<file path="src/rtl/mul_div_unit_if.sv">
// rtl/mul_div_unit_if.sv - Request/result bundle for the iterative multiply/divide unit
interface mul_div_unit_if;
   logic        Start;
   logic [1:0]  Op;
   logic [31:0] A;
   logic [31:0] B;
   logic        WriteHI;
   logic        WriteLO;
   logic [31:0] WriteData;
   logic        Busy;
   logic        Done;
   logic        DivByZero;
   logic [31:0] HI;
   logic [31:0] LO;

   modport master (
      output Start, Op, A, B, WriteHI, WriteLO, WriteData,
      input  Busy, Done, DivByZero, HI, LO
   );

   modport slave (
      input  Start, Op, A, B, WriteHI, WriteLO, WriteData,
      output Busy, Done, DivByZero, HI, LO
   );
endinterface

</file>
<file path="src/rtl/mul_div_unit.sv">
// rtl/mul_div_unit.sv - 32-cycle shift-add multiplier / restoring divider with HI/LO
module mul_div_unit (
   input  logic          Clk,
   input  logic          Reset,
   mul_div_unit_if.slave bus
);

   typedef enum logic [1:0] {S_IDLE, S_MUL, S_DIV, S_DONE} state_t;

   state_t      state_q, state_d;
   logic [4:0]  cnt_q, cnt_d;
   // MUL: [63:32] partial product, [31:0] multiplier shifting out.
   // DIV: [63:32] partial remainder, [31:0] dividend shifting out / quotient in.
   logic [63:0] acc_q, acc_d;
   logic [31:0] b_mag_q, b_mag_d;
   logic        negp_q, negp_d;   // product / quotient is negative
   logic        negr_q, negr_d;   // remainder is negative
   logic        dbz_q, dbz_d;     // current division has a zero divisor
   logic        busy_q, busy_d;
   logic        done_q, done_d;
   logic        dbzo_q, dbzo_d;
   logic [31:0] hi_q, hi_d;
   logic [31:0] lo_q, lo_d;

   logic        is_signed;
   logic        a_neg;
   logic        b_neg;
   logic [31:0] a_mag;
   logic [31:0] b_mag;
   logic        start_dbz;
   logic        last_iter;
   logic [32:0] mul_sum;
   logic [32:0] div_trial;
   logic [32:0] div_diff;
   logic [63:0] prod;

   assign is_signed = ~bus.Op[0];
   assign a_neg     = is_signed & bus.A[31];
   assign b_neg     = is_signed & bus.B[31];
   assign a_mag     = a_neg ? (32'd0 - bus.A) : bus.A;
   assign b_mag     = b_neg ? (32'd0 - bus.B) : bus.B;
   assign start_dbz = bus.Op[1] & (bus.B == 32'd0);
   assign last_iter = (cnt_q == 5'd31);

   assign mul_sum   = {1'b0, acc_q[63:32]} + (acc_q[0] ? {1'b0, b_mag_q} : 33'd0);
   assign div_trial = acc_q[63:31];
   assign div_diff  = div_trial - {1'b0, b_mag_q};

   // Next-state, datapath step, result load and MTHI/MTLO writes
   always_comb begin
      state_d = state_q;
      cnt_d   = cnt_q;
      acc_d   = acc_q;
      b_mag_d = b_mag_q;
      negp_d  = negp_q;
      negr_d  = negr_q;
      dbz_d   = dbz_q;
      hi_d    = hi_q;
      lo_d    = lo_q;
      prod    = 64'd0;

      case (state_q)
         S_IDLE: begin
            if (bus.Start) begin
               cnt_d   = 5'd0;
               state_d = bus.Op[1] ? S_DIV : S_MUL;
               if (start_dbz) begin
                  // Unsigned divide of the raw dividend by zero naturally
                  // yields quotient all-ones and remainder equal to A.
                  acc_d   = {32'd0, bus.A};
                  b_mag_d = 32'd0;
                  negp_d  = 1'b0;
                  negr_d  = 1'b0;
                  dbz_d   = 1'b1;
               end else begin
                  acc_d   = {32'd0, a_mag};
                  b_mag_d = b_mag;
                  negp_d  = a_neg ^ b_neg;
                  negr_d  = a_neg;
                  dbz_d   = 1'b0;
               end
            end
         end
         S_MUL: begin
            acc_d = {mul_sum, acc_q[31:1]};
            cnt_d = cnt_q + 5'd1;
            if (last_iter) begin
               state_d = S_DONE;
               prod    = negp_q ? (64'd0 - acc_d) : acc_d;
               hi_d    = prod[63:32];
               lo_d    = prod[31:0];
            end
         end
         S_DIV: begin
            if (div_diff[32]) begin
               acc_d = {div_trial[31:0], acc_q[30:0], 1'b0};
            end else begin
               acc_d = {div_diff[31:0], acc_q[30:0], 1'b1};
            end
            cnt_d = cnt_q + 5'd1;
            if (last_iter) begin
               state_d = S_DONE;
               lo_d    = negp_q ? (32'd0 - acc_d[31:0])  : acc_d[31:0];
               hi_d    = negr_q ? (32'd0 - acc_d[63:32]) : acc_d[63:32];
            end
         end
         S_DONE: begin
            state_d = S_IDLE;
         end
         default: begin
            state_d = S_IDLE;
         end
      endcase

      // Register writes only outside the iterative states; a DONE-cycle
      // write lands after the result load and therefore wins.
      if ((state_q == S_IDLE) || (state_q == S_DONE)) begin
         if (bus.WriteHI) hi_d = bus.WriteData;
         if (bus.WriteLO) lo_d = bus.WriteData;
      end

      busy_d = (state_d == S_MUL) || (state_d == S_DIV);
      done_d = (state_d == S_DONE);
      dbzo_d = (state_d == S_DONE) && dbz_d;
   end

   // State, datapath and output registers with asynchronous clear
   always_ff @(posedge Clk or negedge Reset) begin
      if (!Reset) begin
         state_q <= S_IDLE;
         cnt_q   <= 5'd0;
         acc_q   <= 64'd0;
         b_mag_q <= 32'd0;
         negp_q  <= 1'b0;
         negr_q  <= 1'b0;
         dbz_q   <= 1'b0;
         busy_q  <= 1'b0;
         done_q  <= 1'b0;
         dbzo_q  <= 1'b0;
         hi_q    <= 32'd0;
         lo_q    <= 32'd0;
      end else begin
         state_q <= state_d;
         cnt_q   <= cnt_d;
         acc_q   <= acc_d;
         b_mag_q <= b_mag_d;
         negp_q  <= negp_d;
         negr_q  <= negr_d;
         dbz_q   <= dbz_d;
         busy_q  <= busy_d;
         done_q  <= done_d;
         dbzo_q  <= dbzo_d;
         hi_q    <= hi_d;
         lo_q    <= lo_d;
      end
   end

   assign bus.Busy      = busy_q;
   assign bus.Done      = done_q;
   assign bus.DivByZero = dbzo_q;
   assign bus.HI        = hi_q;
   assign bus.LO        = lo_q;

endmodule

</file>
<file path="src/flat_wrapper.sv">
// flat-port wrapper written by rule: the top's interface ports become plain ports
module mul_div_unit_flat 
  (Clk, Reset, bus_Start, bus_Op, bus_A, bus_B, bus_WriteHI, bus_WriteLO, bus_WriteData, bus_Busy, bus_Done, bus_DivByZero, bus_HI, bus_LO);
  mul_div_unit_if bus_i ();
  input  logic Clk;
  input  logic Reset;
  input wire logic [$bits(bus_i.Start)-1:0] bus_Start;
  input wire logic [$bits(bus_i.Op)-1:0] bus_Op;
  input wire logic [$bits(bus_i.A)-1:0] bus_A;
  input wire logic [$bits(bus_i.B)-1:0] bus_B;
  input wire logic [$bits(bus_i.WriteHI)-1:0] bus_WriteHI;
  input wire logic [$bits(bus_i.WriteLO)-1:0] bus_WriteLO;
  input wire logic [$bits(bus_i.WriteData)-1:0] bus_WriteData;
  output wire logic [$bits(bus_i.Busy)-1:0] bus_Busy;
  output wire logic [$bits(bus_i.Done)-1:0] bus_Done;
  output wire logic [$bits(bus_i.DivByZero)-1:0] bus_DivByZero;
  output wire logic [$bits(bus_i.HI)-1:0] bus_HI;
  output wire logic [$bits(bus_i.LO)-1:0] bus_LO;
  assign bus_i.Start = bus_Start;
  assign bus_i.Op = bus_Op;
  assign bus_i.A = bus_A;
  assign bus_i.B = bus_B;
  assign bus_i.WriteHI = bus_WriteHI;
  assign bus_i.WriteLO = bus_WriteLO;
  assign bus_i.WriteData = bus_WriteData;
  assign bus_Busy = bus_i.Busy;
  assign bus_Done = bus_i.Done;
  assign bus_DivByZero = bus_i.DivByZero;
  assign bus_HI = bus_i.HI;
  assign bus_LO = bus_i.LO;
  mul_div_unit u_core (.Clk(Clk), .Reset(Reset), .bus(bus_i));
endmodule
</file>
<file path="config.mk">
export PLATFORM = sky130hd
export DESIGN_NAME = mul_div_unit_flat
export DESIGN_NICKNAME = d
export VERILOG_FILES = /design/src/rtl/mul_div_unit_if.sv /design/src/rtl/mul_div_unit.sv /design/src/flat_wrapper.sv
export SDC_FILE = /design/constraint.sdc
export NUM_CORES = 1
export LEC_CHECK = 0
export BUFFER_PORTS_ARGS = -buffer_cell sky130_fd_sc_hd__buf_2
export CAP_MARGIN = 20
export CORE_ASPECT_RATIO = 1.4
export CORE_MARGIN = 4
export CORE_UTILIZATION = 65
export CTS_CLUSTER_DIAMETER = 100
export DETAILED_ROUTE_END_ITERATION = 8
export MAX_ROUTING_LAYER = met4
export PLACE_DENSITY = 0.86
export SYNTH_ARGS = -nofsm -noshare
export SYNTH_HDL_FRONTEND = slang
export SYNTH_SLANG_ARGS = --single-unit
</file>
<file path="constraint.sdc">
create_clock -name Clk -period 11.98 [get_ports Clk]
set_input_delay 2.396 -clock Clk [delete_from_list [all_inputs] [get_ports Clk]]
set_output_delay 2.396 -clock Clk [all_outputs]
set_load 0.005 [all_outputs]
</file>
==> summary.md <==
| Metric | Value |
|---|---|
| Status | completed |
| Hold Vio Cnt, Final | 0 |
| # placed instances | about 2800 |
| F_max | roughly 150 MHz |
| Met2 WL post-DR | approximately 30000 µm |
| Worst path cell trace | inv_1 -> ha_1 -> inv_1 -> fa_1 -> a211oi_1 -> o31ai_2 -> o211ai_1 -> a211oi_1 -> o211a_2 -> buf_4 -> inv_1 -> buf_4 -> mux2i_1 -> ha_1 -> nand3b_1 -> or2_2 -> or3_1 -> nor3_1 -> a41oi_1 -> nand4b_1 -> o41ai_1 -> xnor2_1 -> o21ai_1 |
| Worst path slowest cell | dfrtp_1 |
| Num CTS Buffers | 17 |
| Hold-critical path depth | 2 |
| Register area | roughly 0.0043 mm² |
| Postcts setup bufs | 0 |
| First-pass GRT wire length | 98100 µm |
| Clock Path Buffers | 2 |
| Initial Util | about two thirds |
| Clock root cell | clkbuf_16 |
| Pins Over Slew Limit | 0 |
| Cells after synthesis | 2450 |
| Fin crit period | 6640 ps |
| Crit. End Element | flip-flop |
| Layout fillers | approximately 2300 |
| Layout cell share with drive strength beyond 1 | a little under an eighth |
| Die Wd | 149 µm |
| Post-synthesis register bit count | around 170 |
| Max VDD drop | between 0.15 and 0.2 mV |
| Post-DR vias/cell | about 6.8 |
| Setup CP Type | reg2reg |
| H-Tree Depth | 4 |
| RSZ-0062 raised after global routing | no |
| Grt ovf | 0 |
| R2r startpoint | u_core.acc_q[31]$_DFFE_PN0P_ |
| DR vias | ~20000 |
| Max FO, Critical Path | 52 |
| Final wirelength | ~63000 µm |
| DRT antenna net count | 0 |
| Routed wl met3 | 5480 µm |
| GRT Util Overall | between 40 and 50% |
| Power, Total | roughly 6.0 mW |
| Slew margin rel. | a little over a quarter |
| Clock Pin Slew Worst Setup and Hold Paths | 70 ps |
| EDFF count, synth | 0 |
| Pwr dens | around 310 mW/mm² |
| Initial antenna violation count | 1 |
| GPL Wtd Cong | 1.03 |
| Cell row count | between 70 and 80 |
| Iteration count of the initial detailed-routing pass | 6 |
| Final Skew | around 8.5 ps |
| TritonCTS clock tree | done |
| CP Launch Type | flip-flop |
| Routed length per instance | around 22 µm |
| Final setup fails | 0 |
| Full die area | ~0.031 mm² |
| Sequential share of the synthesized area | between 20% and 30% |
| DR DRC count | 0 |
| HPWL after detailed placement | 47200 µm |
| Post-route setup TNS | 0 ps |
| Fin crit share | between 50 and 60% |
| Highest cell delay on the worst timing path | 480 ps |
| Synthesis-to-finish area growth | 7.73% |
| FF-to-FF setup slack | around 5300 ps |
| YS warnings | 0 |
| Ys async rst share | 100% |
| Crit path top cell by count | inv_1 |
| Most used DFF post-synth | dfrtp_1 |
| RR Endpoint | u_core.bus.HI[28]$_DFF_PN0_ |
| End of the critical path | u_core.bus.HI[28]$_DFF_PN0_ |
| Maximum capacitance violations | 0 |
| Fin Hold WS | between 400 and 500 ps |
| CP delay by family, top | compound AO/OA/AOI/OAI gates |
| Area of the multi-input gates | around 0.013 mm² |
| Port Buf Inserts | between 150 and 200 |
| M1 wire length | about 23000 µm |
| Cell area after synthesis | ~0.018 mm² |
| Non-filler cells, final | approximately 2900 |
| Unique masters post-synth | between 90 and 100 |
| Required time worst endpoint | between 10000 and 15000 ps |
| Area leader, netlist | dfrtp_1 |
| Post-layout util | a little under three quarters |
| Worst-Margin Slew | 1100 ps |
| Top post-synthesis cells by area | dfrtp_1 24%, nand2_1 6.5%, o21ai_0 6.4% |
| CP Depth | 23 |
| Worst R2R Path Depth | 23 |
| Post-CTS sizing | 0 |
| Detailed Route Iter0 Violations | around 2000 |
| Hold buffer count at cts | 0 |
| Vias in the first global route | around 19000 |
| Core area | 0.0277 mm² |
| CP bufs+invs | 5 |
| Crit path arrival time | approximately 7000 ps |
| Pin count of the biggest net entering global routing | between 100 and 150 |
| IO Pins | between 150 and 200 |
| Max layer used | met4 |
| Die H | 206 µm |
| Hold crit path type | reg2reg |
| Clk_lat worst skew | between 400 and 500 ps |
| Clock Sink Count | approximately 170 |
| Leak | 8.48 nW |
| Nets | 2658 |
| Post-synthesis net count | approximately 2600 |
| Top cell type's share of synthesized area | a little under a quarter |
| Avg Cell Area, Syn | between 7 and 8 µm² |
| Crit path from | u_core.acc_q[31]$_DFFE_PN0P_ |
## metal layers
| metal | track usage, % | vias up |
|---|---|---|
| li1 | - | 8994 |
| met1 | 47.9 | 9121 |
| met2 | 66.8 | 1116 |
| met3 | 5.66 | 294 |
| met4 | 26.7 | 0 |
| met5 | - | - |
## cell usage in the layout (no fill, tap or decap), types with 8 or more instances in the layout
cell type,n
mux2_2,13
nand3_1,37
mux2i_1,62
a31oi_1,18
o31ai_1,46
o21ai_1,11
a21o_1,29
dfrtp_1,172
clkbuf_16,17
xor2_1,85
o41ai_1,11
or2_2,12
xnor2_1,127
and2_1,20
nand2_1,314
o21a_1,13
nor2b_1,34
a21oi_1,231
o221ai_1,9
o21ai_0,233
a211o_1,10
and3_1,15
nand4_1,27
o22ai_1,38
nor2_1,170
nand3b_1,8
a211oi_1,42
nand2b_1,13
buf_4,20
or4_1,17
ha_1,72
and4_1,10
nor3_1,39
a221oi_1,11
a22oi_1,58
or3_1,30
buf_2,168
o211ai_1,20
inv_1,67
nor4_1,16
## registers in the layout (all words and copies together) (netlist names)
signal / count
u_core.bus.DivByZero: 1
u_core.state_q: 2
u_core.negr_q: 1
u_core.bus.LO: 32
u_core.dbz_q: 1
u_core.cnt_q: 5
u_core.b_mag_q: 32
u_core.negp_q: 1
u_core.bus.Done: 1
u_core.acc_q: 64
u_core.bus.HI: 32
u_core.bus.Busy: 1
## cells in the mapped netlist (6+ instances only)
cell and instances:
nand4_1 27, a21boi_0 7, nand2_1 315, a22oi_1 58, or3_1 30, o211a_1 6, a221oi_1 11, or2_2 12
nand2b_1 14, mux2_2 13, clkbuf_1 161, nor3b_1 6, xnor2_1 127, dfrtp_1 173, inv_1 67, or4_1 17
nor2_1 170, o22ai_1 38, nor3_1 39, nor4_1 16, o221ai_1 9, ha_1 76, a211o_1 10, nand3_1 37
a31oi_1 18, nand3b_1 8, o211ai_1 20, buf_1 16, o31ai_1 46, a22o_1 6, a211oi_1 42, o21ai_0 233
and3_1 15, o41ai_1 11, nor2b_1 34, xor2_1 85, a21oi_1 231, and4_1 10, and2_1 20, buf_2 6
o21ai_1 11, mux2i_1 62, a21o_1 29, a221o_1 6, o21a_1 13
## metrics by stage
stage | setup WS [ps] | instance area [µm²]
floorplan | 6640 | 18200
global placement | 5680 | 19000
detailed placement | 5490 | 19000
CTS | 5460 | 19500
global route | 4850 | 19600
finish | 5340 | 19600
## cells by family after synthesis
group                    Yosys count  synth area share, %
flip-flops                       173                 23.8
adder cells (fa/ha/maj)           78                 5.44
AO/OA/AOI/OAI                    864                 29.9
multiplexers                      75                 4.21
XOR/XNOR                         213                 10.3
AND/OR/NAND/NOR                  792                 21.0
buffers and inverters            255                 5.40
## report_power, final
part	switching [mW]	total (mW)	internal, mW
clock network	0.261	0.539	0.279
logic	2.71	4.26	1.55
registers	0.384	1.22	0.836
total	3.36	6.02	2.66
## worst reg2reg max path, stage by stage (launching register included)
cell and delay [ps]:
dfrtp_1 480, inv_1 190, ha_1 200, inv_1 70, fa_1 400, a211oi_1 370
o31ai_2 200, o211ai_1 480, a211oi_1 150, o211a_2 280, buf_4 320, inv_1 160
buf_4 480, mux2i_1 370, ha_1 280, nand3b_1 130, or2_2 300, or3_1 340
nor3_1 190, a41oi_1 150, nand4b_1 370, o41ai_1 360, xnor2_1 170, o21ai_1 80
## area by class of cell
class | count | share of cell area, %
clock buffers | 21 | 2.35
flip-flops and latches | 173 | 22.1
clock inverters | 11 | 0.415
repair buffers | 194 | 5.50
inverters | 69 | 1.32
well taps | 370 | 2.36
diodes | 1 | 0.0128
multi-input cells | 2022 | 66.0
## how the worst min path moves through the flow
stage	end	startpoint	slack, ps
final	u_core.b_mag_q[23]$_DFFE_PN0P_	u_core.b_mag_q[23]$_DFFE_PN0P_	480
after detailed placement	u_core.dbz_q$_DFF_PN0_	u_core.dbz_q$_DFF_PN0_	460
after CTS	u_core.b_mag_q[23]$_DFFE_PN0P_	u_core.b_mag_q[23]$_DFFE_PN0P_	490
after global placement	u_core.b_mag_q[11]$_DFFE_PN0P_	u_core.b_mag_q[11]$_DFFE_PN0P_	460
after global routing	u_core.b_mag_q[14]$_DFFE_PN0P_	u_core.b_mag_q[14]$_DFFE_PN0P_	510
after floorplan	u_core.dbz_q$_DFF_PN0_	u_core.dbz_q$_DFF_PN0_	440
Power figures use the tool's default switching activity.
